### src/rtl/multicycle_ctrl_pkg.sv
// Shared types and constants for the multi-cycle control unit: FSM states,
// ALU operation codes, RV32I opcode/funct fields and the instruction decoder.
package ctrl_pkg;

  typedef enum logic [2:0] {
    FETCH,
    DECODE,
    EXECUTE,
    MEM,
    WB,
    TRAP
  } state_t;

  localparam logic [2:0] ALU_ADD = 3'd0;
  localparam logic [2:0] ALU_SUB = 3'd1;
  localparam logic [2:0] ALU_AND = 3'd2;
  localparam logic [2:0] ALU_OR  = 3'd3;
  localparam logic [2:0] ALU_XOR = 3'd4;
  localparam logic [2:0] ALU_SLT = 3'd5;
  localparam logic [2:0] ALU_SLL = 3'd6;
  localparam logic [2:0] ALU_SRL = 3'd7;

  localparam logic [6:0] OP_R      = 7'b0110011;
  localparam logic [6:0] OP_I      = 7'b0010011;
  localparam logic [6:0] OP_LOAD   = 7'b0000011;
  localparam logic [6:0] OP_STORE  = 7'b0100011;
  localparam logic [6:0] OP_BRANCH = 7'b1100011;

  localparam logic [2:0] F3_ADD_SUB = 3'b000;
  localparam logic [2:0] F3_SLL     = 3'b001;
  localparam logic [2:0] F3_SLT     = 3'b010;
  localparam logic [2:0] F3_SLTU    = 3'b011;
  localparam logic [2:0] F3_XOR     = 3'b100;
  localparam logic [2:0] F3_SRL     = 3'b101;
  localparam logic [2:0] F3_OR      = 3'b110;
  localparam logic [2:0] F3_AND     = 3'b111;
  localparam logic [2:0] F3_WORD    = 3'b010;
  localparam logic [2:0] F3_BEQ     = 3'b000;
  localparam logic [2:0] F3_BNE     = 3'b001;

  localparam logic [6:0] F7_ZERO = 7'b0000000;
  localparam logic [6:0] F7_SUB  = 7'b0100000;

  typedef struct packed {
    logic       legal;
    logic [2:0] alu;
  } dec_t;

  function automatic logic [2:0] f3_alu(input logic [2:0] f3);
    case (f3)
      F3_SLL:  return ALU_SLL;
      F3_SLT:  return ALU_SLT;
      F3_XOR:  return ALU_XOR;
      F3_SRL:  return ALU_SRL;
      F3_OR:   return ALU_OR;
      F3_AND:  return ALU_AND;
      default: return ALU_ADD;
    endcase
  endfunction

  // Legality check plus ALU operation for a full instruction word.
  function automatic dec_t decode(input logic [31:0] ir);
    dec_t       d;
    logic [2:0] f3;
    logic [6:0] f7;
    f3 = ir[14:12];
    f7 = ir[31:25];
    d.legal = 1'b0;
    d.alu   = ALU_ADD;
    case (ir[6:0])
      OP_R: begin
        if (f7 == F7_ZERO) begin
          d.legal = (f3 != F3_SLTU);
          d.alu   = f3_alu(f3);
        end else if (f7 == F7_SUB && f3 == F3_ADD_SUB) begin
          d.legal = 1'b1;
          d.alu   = ALU_SUB;
        end
      end
      OP_I: begin
        d.alu = f3_alu(f3);
        case (f3)
          F3_SLL, F3_SRL: d.legal = (f7 == F7_ZERO);
          F3_SLTU:        d.legal = 1'b0;
          default:        d.legal = 1'b1;
        endcase
      end
      OP_LOAD, OP_STORE: d.legal = (f3 == F3_WORD);
      OP_BRANCH: begin
        d.legal = (f3 == F3_BEQ) || (f3 == F3_BNE);
        d.alu   = ALU_SUB;
      end
      default: d.legal = 1'b0;
    endcase
    return d;
  endfunction

endpackage

### src/rtl/multicycle_ctrl_if.sv
// Instruction-fetch and data-memory handshake between the control unit
// (master) and the memories (slave).
interface multicycle_ctrl_if #(
  parameter int WORD = 32
);
  logic            instr_req;
  logic            imem_valid;
  logic [WORD-1:0] instr;
  logic            memRead;
  logic            memWrite;
  logic            mem_ready;

  modport master (
    output instr_req, memRead, memWrite,
    input  imem_valid, instr, mem_ready
  );

  modport slave (
    input  instr_req, memRead, memWrite,
    output imem_valid, instr, mem_ready
  );
endinterface

### src/rtl/multicycle_ctrl_imm_gen.sv
// Combinational immediate generator: sign-extended I, S or B immediate
// selected by opcode; zero for formats without an immediate.
module imm_gen
  import ctrl_pkg::*;
#(
  parameter int WORD = 32
) (
  input  logic [WORD-1:0] instr,
  output logic [WORD-1:0] imm
);

  // rs1/funct3 bits never feed an immediate in the supported formats
  logic unused_fields;
  assign unused_fields = ^instr[19:12];

  // Format select and sign extension from bit 31
  always_comb begin
    imm = '0;
    case (instr[6:0])
      OP_I, OP_LOAD: imm = {{(WORD-12){instr[31]}}, instr[31:20]};
      OP_STORE:      imm = {{(WORD-12){instr[31]}}, instr[31:25], instr[11:7]};
      OP_BRANCH:     imm = {{(WORD-13){instr[31]}}, instr[31], instr[7],
                            instr[30:25], instr[11:8], 1'b0};
      default:       imm = '0;
    endcase
  end

endmodule

### src/rtl/multicycle_ctrl.sv
// Multi-cycle control unit: FETCH -> DECODE -> EXECUTE -> (MEM) -> (WB).
// Every output is a register loaded at the edge that leaves the state
// which computes it, so strobes appear one cycle after their state.
module multicycle_ctrl
  import ctrl_pkg::*;
#(
  parameter int WORD             = 32,
  parameter int REG_SIZE         = 5,
  parameter int ALU_CONTROL_SIZE = 3
) (
  input  logic                        clk,
  input  logic                        reset,
  multicycle_ctrl_if.master           bus,
  input  logic                        zero,
  output logic                        pcWrite,
  output logic                        branchTaken,
  output logic                        regWrite,
  output logic                        aluSrcImm,
  output logic [REG_SIZE-1:0]         rs1,
  output logic [REG_SIZE-1:0]         rs2,
  output logic [REG_SIZE-1:0]         rd,
  output logic [ALU_CONTROL_SIZE-1:0] ALUControl,
  output logic [WORD-1:0]             imm,
  output logic                        illegal
);

  state_t                      state, state_d;
  logic [WORD-1:0]             ir, ir_d, imm_w, imm_d;
  logic                        req_d, mrd_d, mwr_d, pcw_d, bt_d, rw_d, src_d, ill_d;
  logic [REG_SIZE-1:0]         rs1_d, rs2_d, rd_d;
  logic [ALU_CONTROL_SIZE-1:0] alu_d;
  logic [6:0]                  opcode;
  dec_t                        dec;

  imm_gen #(.WORD(WORD)) u_imm_gen (
    .instr (ir),
    .imm   (imm_w)
  );

  // Next state and next value of every registered output
  always_comb begin
    state_d = state;
    ir_d    = ir;
    req_d   = 1'b0;
    mrd_d   = 1'b0;
    mwr_d   = 1'b0;
    pcw_d   = 1'b0;
    bt_d    = 1'b0;
    rw_d    = 1'b0;
    src_d   = aluSrcImm;
    rs1_d   = rs1;
    rs2_d   = rs2;
    rd_d    = rd;
    imm_d   = imm;
    alu_d   = ALUControl;
    ill_d   = illegal;
    opcode  = ir[6:0];
    dec     = decode(ir);
    case (state)
      FETCH: begin
        if (bus.imem_valid) begin
          ir_d    = bus.instr;
          state_d = DECODE;
        end else begin
          req_d = 1'b1;
        end
      end
      DECODE: begin
        rs1_d = ir[19:15];
        rs2_d = ir[24:20];
        rd_d  = ir[11:7];
        imm_d = imm_w;
        src_d = (opcode == OP_I) || (opcode == OP_LOAD) || (opcode == OP_STORE);
        // ALUControl is loaded here so it is stable throughout EXECUTE
        alu_d = dec.alu;
        if (dec.legal) begin
          state_d = EXECUTE;
        end else begin
          ill_d   = 1'b1;
          state_d = TRAP;
        end
      end
      EXECUTE: begin
        case (opcode)
          OP_LOAD: begin
            mrd_d   = 1'b1;
            state_d = MEM;
          end
          OP_STORE: begin
            mwr_d   = 1'b1;
            state_d = MEM;
          end
          OP_BRANCH: begin
            pcw_d   = 1'b1;
            bt_d    = (ir[14:12] == F3_BNE) ? !zero : zero;
            state_d = FETCH;
          end
          default: state_d = WB;
        endcase
      end
      MEM: begin
        if (bus.mem_ready) begin
          if (opcode == OP_LOAD) begin
            state_d = WB;
          end else begin
            pcw_d   = 1'b1;
            state_d = FETCH;
          end
        end else begin
          mrd_d = (opcode == OP_LOAD);
          mwr_d = (opcode == OP_STORE);
        end
      end
      WB: begin
        rw_d    = (rd != '0);
        pcw_d   = 1'b1;
        state_d = FETCH;
      end
      TRAP: ill_d = 1'b1;
      default: state_d = FETCH;
    endcase
  end

  // State, instruction register and output registers with synchronous reset
  always_ff @(posedge clk) begin
    if (!reset) begin
      state         <= FETCH;
      ir            <= '0;
      bus.instr_req <= 1'b0;
      bus.memRead   <= 1'b0;
      bus.memWrite  <= 1'b0;
      pcWrite       <= 1'b0;
      branchTaken   <= 1'b0;
      regWrite      <= 1'b0;
      aluSrcImm     <= 1'b0;
      rs1           <= '0;
      rs2           <= '0;
      rd            <= '0;
      ALUControl    <= '0;
      imm           <= '0;
      illegal       <= 1'b0;
    end else begin
      state         <= state_d;
      ir            <= ir_d;
      bus.instr_req <= req_d;
      bus.memRead   <= mrd_d;
      bus.memWrite  <= mwr_d;
      pcWrite       <= pcw_d;
      branchTaken   <= bt_d;
      regWrite      <= rw_d;
      aluSrcImm     <= src_d;
      rs1           <= rs1_d;
      rs2           <= rs2_d;
      rd            <= rd_d;
      ALUControl    <= alu_d;
      imm           <= imm_d;
      illegal       <= ill_d;
    end
  end

endmodule

### src/flat_wrapper.sv
// flat-port wrapper written by rule: the top's interface ports become plain ports
module multicycle_ctrl_flat import ctrl_pkg::*;
#(
  parameter int WORD             = 32,
  parameter int REG_SIZE         = 5,
  parameter int ALU_CONTROL_SIZE = 3
)
  (clk, reset, zero, pcWrite, branchTaken, regWrite, aluSrcImm, rs1, rs2, rd, ALUControl, imm, illegal, bus_instr_req, bus_memRead, bus_memWrite, bus_imem_valid, bus_instr, bus_mem_ready);
  multicycle_ctrl_if #(.WORD(WORD)) bus_i ();
  input  logic clk;
  input  logic reset;
  input  logic zero;
  output logic pcWrite;
  output logic branchTaken;
  output logic regWrite;
  output logic aluSrcImm;
  output logic [REG_SIZE-1:0] rs1;
  output logic [REG_SIZE-1:0] rs2;
  output logic [REG_SIZE-1:0] rd;
  output logic [ALU_CONTROL_SIZE-1:0] ALUControl;
  output logic [WORD-1:0] imm;
  output logic illegal;
  output wire logic [$bits(bus_i.instr_req)-1:0] bus_instr_req;
  output wire logic [$bits(bus_i.memRead)-1:0] bus_memRead;
  output wire logic [$bits(bus_i.memWrite)-1:0] bus_memWrite;
  input wire logic [$bits(bus_i.imem_valid)-1:0] bus_imem_valid;
  input wire logic [$bits(bus_i.instr)-1:0] bus_instr;
  input wire logic [$bits(bus_i.mem_ready)-1:0] bus_mem_ready;
  assign bus_instr_req = bus_i.instr_req;
  assign bus_memRead = bus_i.memRead;
  assign bus_memWrite = bus_i.memWrite;
  assign bus_i.imem_valid = bus_imem_valid;
  assign bus_i.instr = bus_instr;
  assign bus_i.mem_ready = bus_mem_ready;
  multicycle_ctrl #(.WORD(WORD), .REG_SIZE(REG_SIZE), .ALU_CONTROL_SIZE(ALU_CONTROL_SIZE)) u_core (.clk(clk), .reset(reset), .bus(bus_i), .zero(zero), .pcWrite(pcWrite), .branchTaken(branchTaken), .regWrite(regWrite), .aluSrcImm(aluSrcImm), .rs1(rs1), .rs2(rs2), .rd(rd), .ALUControl(ALUControl), .imm(imm), .illegal(illegal));
endmodule
### config.mk
export PLATFORM = sky130hd
export DESIGN_NAME = multicycle_ctrl_flat
export DESIGN_NICKNAME = d
export VERILOG_FILES = /design/src/rtl/multicycle_ctrl_pkg.sv /design/src/rtl/multicycle_ctrl_if.sv /design/src/rtl/multicycle_ctrl_imm_gen.sv /design/src/rtl/multicycle_ctrl.sv /design/src/flat_wrapper.sv
export SDC_FILE = /design/constraint.sdc
export NUM_CORES = 1
export LEC_CHECK = 0
export BUFFER_PORTS_ARGS = -buffer_cell sky130_fd_sc_hd__buf_2
export CAP_MARGIN = 20
export CORE_AREA = 10 10 91 93
export DETAILED_ROUTE_END_ITERATION = 16
export DIE_AREA = 0 0 101 103
export GPL_ROUTABILITY_DRIVEN = 0
export PLACE_DENSITY = 0.76
export SLEW_MARGIN = 20
export SYNTH_ARGS = -nofsm -noshare
export SYNTH_HDL_FRONTEND = slang
export SYNTH_SLANG_ARGS = --single-unit
### constraint.sdc
create_clock -name clk -period 1.9 [get_ports clk]
set_input_delay 0.38 -clock clk [delete_from_list [all_inputs] [get_ports clk]]
set_output_delay 0.38 -clock clk [all_outputs]
set_load 0.03 [all_outputs]
==> impl_metrics.env <==
export IMPL_synth_compound_area_share=0.205
export IMPL_antenna_cells=0
export IMPL_arrival_ns=2.09
export IMPL_cts_tree="yes"
export IMPL_dieWidth_um=101
export IMPL_cts_made_buffers=9
export IMPL_r2r_cells=4
export IMPL_drive_gt1_frac=0.280
export IMPL_yosysWarnings=0
export IMPL_fin_ws_ns=0.0980
export IMPL_power_leakage_nw=1.68
export IMPL_yosysTopAreaCell="dfxtp_1"
export IMPL_start_util=0.489
export IMPL_layout_common_cells="111 x nand2_1, 94 x buf_2, 74 x dfxtp_1, 42 x a21boi_0, 14 x buf_4"
export IMPL_synth_top_family_by_area="simple AND/OR/NAND/NOR gates"
export IMPL_whs_endpoint="u_core.bus.instr_req"
export IMPL_first_iter_violations=227
export IMPL_cp_slowest_stage_delay_ns=0.56
export IMPL_min_delay_path_class="input port to register"
export IMPL_clockPowerShare=0.302
export IMPL_path_class="register to register"
export IMPL_die_area_mm2=0.0104
export IMPL_switching_power_w=0.00123
export IMPL_path_clk_slew_ns=0.07
export IMPL_min_period_ns=1.80
export IMPL_worstMarginPinSlew_ns=0.486
export IMPL_fmax_mhz=555
export IMPL_syn_num_nets=423
export IMPL_stdcell_area_mm2=0.00384
export IMPL_r2r_end="u_core.state[1]"
export IMPL_synthSimpleGateAreaFrac=0.243
export IMPL_htreeDepth=3
export IMPL_synthMuxAreaShare=0.00623
export IMPL_ant_nets=0
export IMPL_combPwrFrac=0.224
export IMPL_synth_fa_ha_area_frac=0
export IMPL_rows=30
export IMPL_routed_wl_mm=8.29
export IMPL_period_share=0.948
export IMPL_grt_total_usage=0.155
export IMPL_slowest_stage="or4_4"
export IMPL_port_buffers=94
export IMPL_clock_latency_ns=0.34
export IMPL_grt_pass1_wl_mm=13.1
export IMPL_ios=95
export IMPL_drv_cap=0
export IMPL_reg2reg_from="u_core.ir[31]"
export IMPL_syn_inst=386
export IMPL_drc=0
export IMPL_synth_flop_cell="dfxtp_1"
export IMPL_clock_skew_ns=0.00795
export IMPL_seq_power_share=0.473
export IMPL_crit_family="simple AND/OR/NAND/NOR gates"
export IMPL_fin_nets=497
export IMPL_syn_area_mm2=0.00321
export IMPL_async_flop_share=0
export IMPL_ir_drop_uv=561
export IMPL_worstPathRequired_ns=2.18
export IMPL_critPathBufInv=0
export IMPL_die_y_um=103
export IMPL_p_int_w=0.00260
export IMPL_synth_xor_area_share=0.00545
export IMPL_synth_top_area_frac=0.461
export IMPL_grt_setup_unrepaired="false"
export IMPL_syn_area_per_cell_um2=8.32
export IMPL_path_cells="or4_4, or4_4, nand3_2, a32o_2"
export IMPL_slew_headroom=0.676
export IMPL_ys_top_cells_by_area="dfxtp_1 46%, nand2_1 13%, a21boi_0 9.8%"
export IMPL_root_buffer="clkbuf_8"
export IMPL_power_density_mw_per_mm2=997
export IMPL_hold_violations=0
export IMPL_setup_viol=0
export IMPL_wl_per_cell_um=15.2
export IMPL_ys_seq_elements=74
export IMPL_fillCellCount=619
export IMPL_synth_seq_area_share=0.461
export IMPL_clockBufferDepth=2
export IMPL_cp_common_cell="or4_4"
export IMPL_critical_path_cell_count=4
export IMPL_regToRegSetupSlack_ns=0.1
export IMPL_grt_max_degree=43
export IMPL_min_from="bus_imem_valid"
export IMPL_coreArea_mm2=0.00657
export IMPL_routed_via_count=2808
export IMPL_final_common_cell="nand2_1"
export IMPL_setup_tns_ns=0
export IMPL_status="completed"
export IMPL_final_max_slew_violation_count=0
export IMPL_vias_per_cell=5.16
export IMPL_antenna_found_initial=0
export IMPL_place_ws_ns=0.125
export IMPL_synth_edf_count=0
export IMPL_switching_share=0.322
export IMPL_clock_sinks=74
export IMPL_synth_distinct_cells=45
export IMPL_cp_end_kind="register"
export IMPL_place_area_mm2=0.00365
export IMPL_drtPass1Iterations=4
export IMPL_syn_to_final_growth_pct=19.5
export IMPL_overflow=0
export IMPL_place_hpwl_mm=6.11
export IMPL_grt_pass1_vias=2751
export IMPL_cp_start_kind="register"
export IMPL_path_max_fanout=4
export IMPL_holdBufCountCts=0
export IMPL_min_path_cells=2
[power by group through the flow]
stage	Sequential, W	Combinational, W	Clock [W]
2_1_floorplan	0.00192	0.000492	0
3_3_place_gp	0.00184	0.000847	0
3_5_place_dp	0.00184	0.000861	0
4_1_cts	0.00181	0.000864	0.00118
5_1_grt	0.00183	0.000955	0.00125
6_report	0.00181	0.000859	0.00116
[logic make-up after synthesis]
kind of cell              count (synthesis)
AOI/OAI and AO/OA                        90
xor gates and xnor gates                  2
buffers and inverters                    48
DFF                                      74
muxes                                     2
and+or+nand+nor                         170
[cell usage after synthesis, types with 4 or more instances]
| cell type | n |
|---|---|
| dfxtp_1 | 74 |
| a22oi_1 | 7 |
| o21ai_0 | 9 |
| a21boi_1 | 8 |
| nand2b_1 | 4 |
| nor2b_1 | 12 |
| buf_4 | 19 |
| buf_2 | 4 |
| a21boi_0 | 42 |
| a21oi_1 | 5 |
| nand2_1 | 111 |
| nor3_1 | 4 |
| clkbuf_1 | 22 |
| nand3_1 | 6 |
| nor2_1 | 11 |
| nor3b_1 | 5 |
| a221oi_1 | 4 |
[per-stage QoR]
step	total power (W)	utilization	instances	hold slack [ns]
5_1_grt	0.00403	0.585	544	0.223
3_5_place_dp	0.00271	0.556	529	0.454
2_1_floorplan	0.00241	-	386	0.441
4_1_cts	0.00385	0.584	544	0.202
6_report	0.00383	0.585	544	0.216
3_3_place_gp	0.00268	0.556	529	0.445
[worst max path at each step]
stage,slack (ns),startpoint,endpoint
final,0.1,u_core.ir[31],u_core.state[1]
after global placement,0.19,u_core.ir[31],u_core.state[1]
after CTS,0.11,u_core.ir[31],u_core.state[1]
after floorplan,0.22,u_core.ir[31],u_core.state[1]
after detailed placement,0.12,u_core.ir[31],u_core.state[1]
after global routing,0.02,u_core.ir[31],u_core.ALUControl[1]
[metal layers]
metal | global-route usage | vias to the layer above | part of all wire
met5 | 0 | - | 0
met4 | 0.0643 | 0 | 0.011
met3 | 0.0516 | 9 | 0.077
met2 | 0.253 | 83 | 0.48
met1 | 0.183 | 1282 | 0.43
li1 | - | 1434 | -
[sequential cells by signal (all words and copies together), names as in the netlist, 3 cells and up]
register,flops
u_core.state,3
u_core.ir,32
u_core.imm,13
u_core.rs2,5
u_core.ALUControl,3
u_core.rs1,5
u_core.rd,5
[what timing repair did]
action / 4_1_cts / 5_1_grt
gates resized for setup: 0 / 1
hold endpoints to repair: 0 / 0
endpoints found under the setup margin: 0 / 2
setup buffers: 0 / 0
[final cells by class]
cell class	count	area, um^2	area share
clock buffer	10	128	0.0332
clock inverter	5	56.3	0.0147
inverter	3	11.3	0.00293
multi-input combinational	264	1490	0.388
sequential	74	1480	0.386
tap	80	100	0.0261
timing repair buffer	108	576	0.150
No activity file was read; power rests on OpenSTA's default activity.
